==> src/rtl/communicate_rx.sv <==
// communicate_rx
//
// Serial receiver for the single-wire word link. While comEn is high the
// receiver takes one lead-in sample and then shifts in WIDTH data bits, MSB
// first. The completed word is presented on a valid/ready holding register.
// Short frames, long frames and dropped words are flagged.
//
// Ports
//   clk        in   sole clock, rising edge
//   reset_n    in   asynchronous active-low reset
//   datain     in   serial data, MSB first
//   comEn      in   frame enable from the transmitter
//   rx_ready   in   downstream accepts rx_word when rx_valid && rx_ready
//   rx_word    out  last delivered word
//   rx_valid   out  holding register full
//   short_err  out  one-cycle pulse, comEn fell before WIDTH data bits
//   long_err   out  one-cycle pulse, comEn still high after WIDTH data bits
//   overrun    out  sticky, a completed word was dropped (cleared by reset)
//
// State  | meaning
// IDLE   | waiting for comEn; the first high sample is the lead-in
// SHIFT  | shifting data bits, counter holds the index of the current bit
// TAIL   | word complete; expecting comEn low
// DRAIN  | over-long frame; ignore the link until comEn falls

module communicate_rx #(
    parameter int WIDTH = 32
) (
    input  logic             clk,
    input  logic             reset_n,
    input  logic             datain,
    input  logic             comEn,
    input  logic             rx_ready,
    output logic [WIDTH-1:0] rx_word,
    output logic             rx_valid,
    output logic             short_err,
    output logic             long_err,
    output logic             overrun
);

    localparam int CW = $clog2(WIDTH) + 1;
    localparam logic [CW-1:0] CNT_LAST = CW'(WIDTH - 1);

    typedef enum logic [1:0] {
        IDLE  = 2'd0,
        SHIFT = 2'd1,
        TAIL  = 2'd2,
        DRAIN = 2'd3
    } state_t;

    state_t           state_q, state_d;
    logic [WIDTH-1:0] shift_q, shift_d;
    logic [CW-1:0]    cnt_q, cnt_d;
    logic [WIDTH-1:0] word_q, word_d;
    logic             valid_q, valid_d;
    logic             short_q, short_d;
    logic             long_q, long_d;
    logic             ovr_q, ovr_d;

    logic             complete;
    logic             accept;
    logic [WIDTH-1:0] next_word;

    assign next_word = {shift_q[WIDTH-2:0], datain};
    assign accept    = valid_q && rx_ready;

    always_comb begin
        state_d  = state_q;
        shift_d  = shift_q;
        cnt_d    = cnt_q;
        short_d  = 1'b0;
        long_d   = 1'b0;
        complete = 1'b0;

        case (state_q)
            IDLE: begin
                if (comEn) begin
                    cnt_d   = '0;
                    state_d = SHIFT;
                end
            end
            SHIFT: begin
                if (comEn) begin
                    shift_d = next_word;
                    if (cnt_q == CNT_LAST) begin
                        complete = 1'b1;
                        cnt_d    = '0;
                        state_d  = TAIL;
                    end else begin
                        cnt_d = cnt_q + CW'(1);
                    end
                end else begin
                    short_d = 1'b1;
                    shift_d = '0;
                    cnt_d   = '0;
                    state_d = IDLE;
                end
            end
            TAIL: begin
                if (comEn) begin
                    long_d  = 1'b1;
                    state_d = DRAIN;
                end else begin
                    state_d = IDLE;
                end
            end
            DRAIN: begin
                if (!comEn) begin
                    state_d = IDLE;
                end
            end
            default: state_d = IDLE;
        endcase
    end

    // Holding register: a completion may reuse the slot being consumed in
    // the same cycle; otherwise a full slot forces the new word to be dropped.
    always_comb begin
        word_d  = word_q;
        valid_d = valid_q;
        ovr_d   = ovr_q;
        if (complete) begin
            if (!valid_q || accept) begin
                word_d  = next_word;
                valid_d = 1'b1;
            end else begin
                ovr_d = 1'b1;
            end
        end else if (accept) begin
            valid_d = 1'b0;
        end
    end

    always_ff @(posedge clk or negedge reset_n) begin
        if (!reset_n) begin
            state_q <= IDLE;
            shift_q <= '0;
            cnt_q   <= '0;
            word_q  <= '0;
            valid_q <= 1'b0;
            short_q <= 1'b0;
            long_q  <= 1'b0;
            ovr_q   <= 1'b0;
        end else begin
            state_q <= state_d;
            shift_q <= shift_d;
            cnt_q   <= cnt_d;
            word_q  <= word_d;
            valid_q <= valid_d;
            short_q <= short_d;
            long_q  <= long_d;
            ovr_q   <= ovr_d;
        end
    end

    assign rx_word   = word_q;
    assign rx_valid  = valid_q;
    assign short_err = short_q;
    assign long_err  = long_q;
    assign overrun   = ovr_q;

endmodule
==> config.mk <==
export PLATFORM = sky130hd
export DESIGN_NAME = communicate_rx
export DESIGN_NICKNAME = d
export VERILOG_FILES = /design/src/rtl/communicate_rx.sv
export SDC_FILE = /design/constraint.sdc
export NUM_CORES = 1
export LEC_CHECK = 0
export ABC_AREA = 1
export BUFFER_PORTS_ARGS = -buffer_cell sky130_fd_sc_hd__buf_4
export CORE_MARGIN = 4
export CORE_UTILIZATION = 25
export DETAILED_ROUTE_END_ITERATION = 7
export PLACE_DENSITY = 0.52
export SLEW_MARGIN = 20
export SYNTH_ARGS = -nofsm -noshare
export SYNTH_HDL_FRONTEND = slang
export SYNTH_SLANG_ARGS = --single-unit
==> constraint.sdc <==
create_clock -name clk -period 3.4 [get_ports clk]
set_input_delay 0.34 -clock clk [delete_from_list [all_inputs] [get_ports clk]]
set_output_delay 0.34 -clock clk [all_outputs]
set_load 0.005 [all_outputs]
; Yosys cells after proc, flatten, opt, wreduce, memory -nomap -nowiden
; Index checks and enable logic that the tools add are counted.
[op_classes]
add_sub_neg = 1
n_eq_ne = 8
n_mux = 21
bitwise_logic = 1
reduce_logical = 11
[ops]
columns = cell, count
row1 = 31-bit two-way mux, 1
row2 = 6-bit two-way mux, 3
row3 = 6-bit one-hot mux with 2 select lines, 1
row4 = 1-bit two-way mux, 10
row5 = 2-bit two-way mux, 5
row6 = 2-bit one-hot mux with 4 select lines, 1
row7 = 2-bit AND reduction, 4
row8 = 6-bit by 1-bit adder with 6-bit output (second input constant), 1
row9 = 6-bit by 5-bit equality test with 1-bit output (second input constant), 1
row10 = 2-bit equality test (second input constant), 2
row11 = 2-bit inequality test (second input constant), 2
row12 = 2-bit nonzero test, 2
row13 = 3-bit inequality test (second input constant), 1
row14 = 3-bit AND reduction, 1
row15 = 2-bit by 1-bit equality test with 1-bit output (second input constant), 1
row16 = 2-bit logical NOT, 1
row17 = 2-bit by 1-bit inequality test with 1-bit output (second input constant), 1
row18 = 1-bit logical AND, 1
row19 = 1-bit logical NOT, 1
row20 = 1-bit logical OR, 1
row21 = 1-bit inverter, 1
[word_totals]
ff_bits = 75
input_bits = 5
output_inout_bits = 36

; Depth between registers and ports, before layout
[depth]
ltp_word = 6
mapped_depth = 7

; Least setup slack after synthesis
; Ideal clock, no wire load.
[synth_timing]
kind = register to register
start = reg cnt_q[0]
end = reg word_q[20] (netlist: rx_word[20])
setup_ns = 0.118
arrival_ns = 1.254
required_ns = 3.282
slack_ns = 2.028
stages_incl_launch_ff = 8
synth_period_minus_slack_ns = 1.372
path_cell_list = dfrtp_1 ha_1 nand3_2 nor2_4 nand3_4 buf_6 nand2_1 o21ai_2
[synth_between]
elab_chain_len = 5
[synth_lines]
columns = item, line_no
row1 = "start, declared", 53  ; logic [CW-1:0] cnt_q, cnt_d;
row2 = "start signal, assigned", 147  ; cnt_q <= cnt_d;
row3 = 6-bit by 5-bit equality test with 1-bit output, 85  ; if (cnt_q == CNT_LAST) begin
row4 = 1-bit two-way mux, 85
row5 = 1-bit two-way mux, 83  ; if (comEn) begin
row6 = 1-bit two-way mux, 75  ; case (state_q)
row7 = 2-bit AND reduction (no source line), n/a
row8 = "end signal, assigned", 148  ; word_q <= word_d;
row9 = "end, declared", 54  ; logic [WIDTH-1:0] word_q, word_d;
; Every way passes these cells.
; A chain may end at the register's enable or synchronous reset.

; Worst setup path after layout
[layout_timing]
start = reg cnt_q[0]
end = reg word_q[13] (netlist: rx_word[13])
; Same word-level chain as after synthesis.

==> run_results.csv <==
group,metric,value,unit
outcome,status,"finished clean",
sta,finalCriticalPeriod,2.16,ns
yosys,synthArstFlopShare,100,%
run,maxCapViolations,0,
finish,fin_area,3650,sq um
yosys,synth_edf_count,0,
cts,cts_buffer_depth,2,
place,finalWeightedCongestion,0.669,
sta,setup_violations,0,
grt,grt_pass1_wl,9590,um
yosys,synth_common_cells,"75 x dfrtp_1, 53 x nand2_1, 40 x inv_1",
worst_setup_path,required,3.59,ns
power_and_ir_drop,p_leak,1.71,nW
yosys,yosysWarnings,0,
drt,drc,0,
worst_setup_path,cpPeakStageDelay,0.64,ns
cts,clkTransAtPathRegs,0.06,ns
drt,vias_per_cell,4.28,
cts,cts_resized,0,
place,detailed_place.area,3360,sq um
yosys,synthTopCellsByArea,"dfrtp_1 63%, o21ai_2 9.4%, nand2_1 6.7%",
grt,grt_max_degree,76,
yosys,synth_top_area_cell,"dfrtp_1",
yosys,yosysSeqAreaShare,63.1,%
sta,drv_slew,0,
grt,grt_pass1_vias,1932,
cts,cts_tree,"built",
die,io_pins,41,
grt,grt_antenna_before_repair,0,
worst_setup_path,crit_path_cell_trace,"ha_1, nand3_2, nor2_4, nand3_4, nand2_1, o21ai_2",
sta,tightest_slew,0.940,ns
yosys,ys_ff_latch,75,
finish,diodes,0,
die,die_area,13700,sq um
cts,postCtsSetupBuffers,0,
die,row_count,39,
worst_setup_path,path_delay_family,"simple AND/OR/NAND/NOR gates",
yosys,synth_top_area_share,63.1,%
yosys,syn_area_per_cell,10.9,sq um
sta,rsz0062_at_grt,"no",
power_and_ir_drop,vdd_drop_max,222,uV
place,dp_hpwl,3590,um
yosys,yosysMostFrequentCell,"dfrtp_1",
die,fp.dieH,117,um
finish,syn_to_final_growth,22.5,%
cts,ctsHoldBuffers,0,
worst_setup_path,start_kind,"flip-flop",
cts,h-tree-depth,3,
worst_setup_path,worstPathArrival,2.35,ns
yosys,netlist_area,2980,sq um
yosys,synthDistinctLibCells,21,
drt,postRouteAntennaNets,0,
sta,finalClockSkew,0.00475,ns
drt,routed_wl,5710,um
cts,clkLatencyLatePin,0.33,ns
grt,grt-ovfl-total,0,
place,io_buffers,40,
drt,wl_per_cell,12.5,um
finish,fill_cells,1184,
sta,fin_tns_setup,0,ns
drt,routed-via-count,1957,
worst_setup_path,crit_fanout,64,
worst_setup_path,crit_buf_inv,0,
die,start_util,25.8,%
cts,cts_sinks,75,
yosys,syn_inst,272,
sta,hold_violations,0,
sta,post-route-period-util,63.6,%
finish,drive_gt1_share,29.3,%
power_and_ir_drop,p_per_area,515,nW/um^2
die,die_x,117,um
sta,fmax,463,MHz
drt,dr.pass1.iters,6,
drt,drt_first_iter_violations,103,
yosys,synthesis.nets,278,
sta,relSlewSlack,37.3,%
finish,utilization,31.7,%
worst_setup_path,reg2reg_slack,1.24,ns
finish,final_nets,317,
worst_setup_path,critical-path-slowest-cell,"nand3_4",
cts,cts_buffers,9,
grt,grtUsageTotal,9.17,%
cts,root_buffer,"clkbuf_16",
worst_setup_path,critPathKind,"flip-flop to flip-flop",
worst_setup_path,worst_setup_path_end_kind,"flip-flop",
die,fp.coreArea,11500,sq um
yosys,ys.flop_type,"dfrtp_1",
hold_path,hold_class,"input port to asynchronous set/reset pin",
==> through the flow <==
| stage | total power, mW | cells | hold WS [ns] | setup WS, ns |
|---|---|---|---|---|
| floorplan | 0.948 | 272 | 0.0444 | 2.03 |
| detailed placement | 0.976 | 443 | 0.470 | 1.26 |
| global placement | 0.975 | 443 | 0.468 | 1.23 |
| global route | 1.96 | 457 | 0.235 | 1.01 |
| CTS | 1.91 | 457 | 0.199 | 1.22 |
| finish | 1.88 | 457 | 0.143 | 1.24 |
==> power by group <==
group | switching [mW] | leakage [nW] | internal (mW)
logic | 0.0429 | 0.528 | 0.0126
registers | 0.00435 | 1.04 | 0.900
clock network | 0.340 | 0.141 | 0.577
==> final cells by class <==
class	instances	area [sq um]	area share, %
clock buffers	11	243	6.66
repair buffers	41	308	8.44
flip-flops and latches	75	1880	51.5
well taps	143	179	4.91
inverters	42	158	4.32
multi-input cells	142	842	23.1
clock inverters	3	40.0	1.10
==> registers in the layout, summed over array words and instances (netlist names) <==
register / flops
state_q: 2
cnt_q: 6
rx_valid: 1
rx_word: 32
long_err: 1
shift_q: 31
overrun: 1
short_err: 1
==> path summary, 6_finish.rpt <==
check                            from     endpoint  cells after the start
max                          cnt_q[0]  rx_word[13]                      6
min                           reset_n   rx_word[4]                      1
min in group clk                comEn    short_err                      2
max reg2reg                  cnt_q[0]  rx_word[13]                      6
max in group asynchronous     reset_n  shift_q[26]                      1
min reg2reg                rx_word[7]   rx_word[7]                      2
==> cells in the final DEF, fill, tap and decap left out, drive strengths merged <==
cell,Yosys,layout
dfrtp,75,75
nand2,53,53
inv,42,42
buf,10,41
o21ai,36,36
o22ai,31,31
clkbuf,3,11
nor2,8,8
nand3,6,6
nand4,2,2
a21oi,2,2
clkinv,0,2
nor3,1,1
o21bai,1,1
a22o,1,1
ha,1,1
bufinv,0,1
==> routing by layer <==
layer / global-route usage (%) / vias to the layer above / wire length, um
li1: - / 972 / -
met2: 13.3 / 40 / 2530
met1: 11.8 / 938 / 2700
met5: 0 / - / 0
met4: 3.44 / 0 / 61
met3: 4.58 / 7 / 415
==> kinds of logic after synthesis <==
kind of cell,Yosys count,synth area share [%]
flops,75,63.1
buf+inv,55,8.62
simple gates,70,10.4
compound gates,71,17.5
fa+ha+maj,1,0.420
Note: power is estimated with default switching activity, not from simulation.
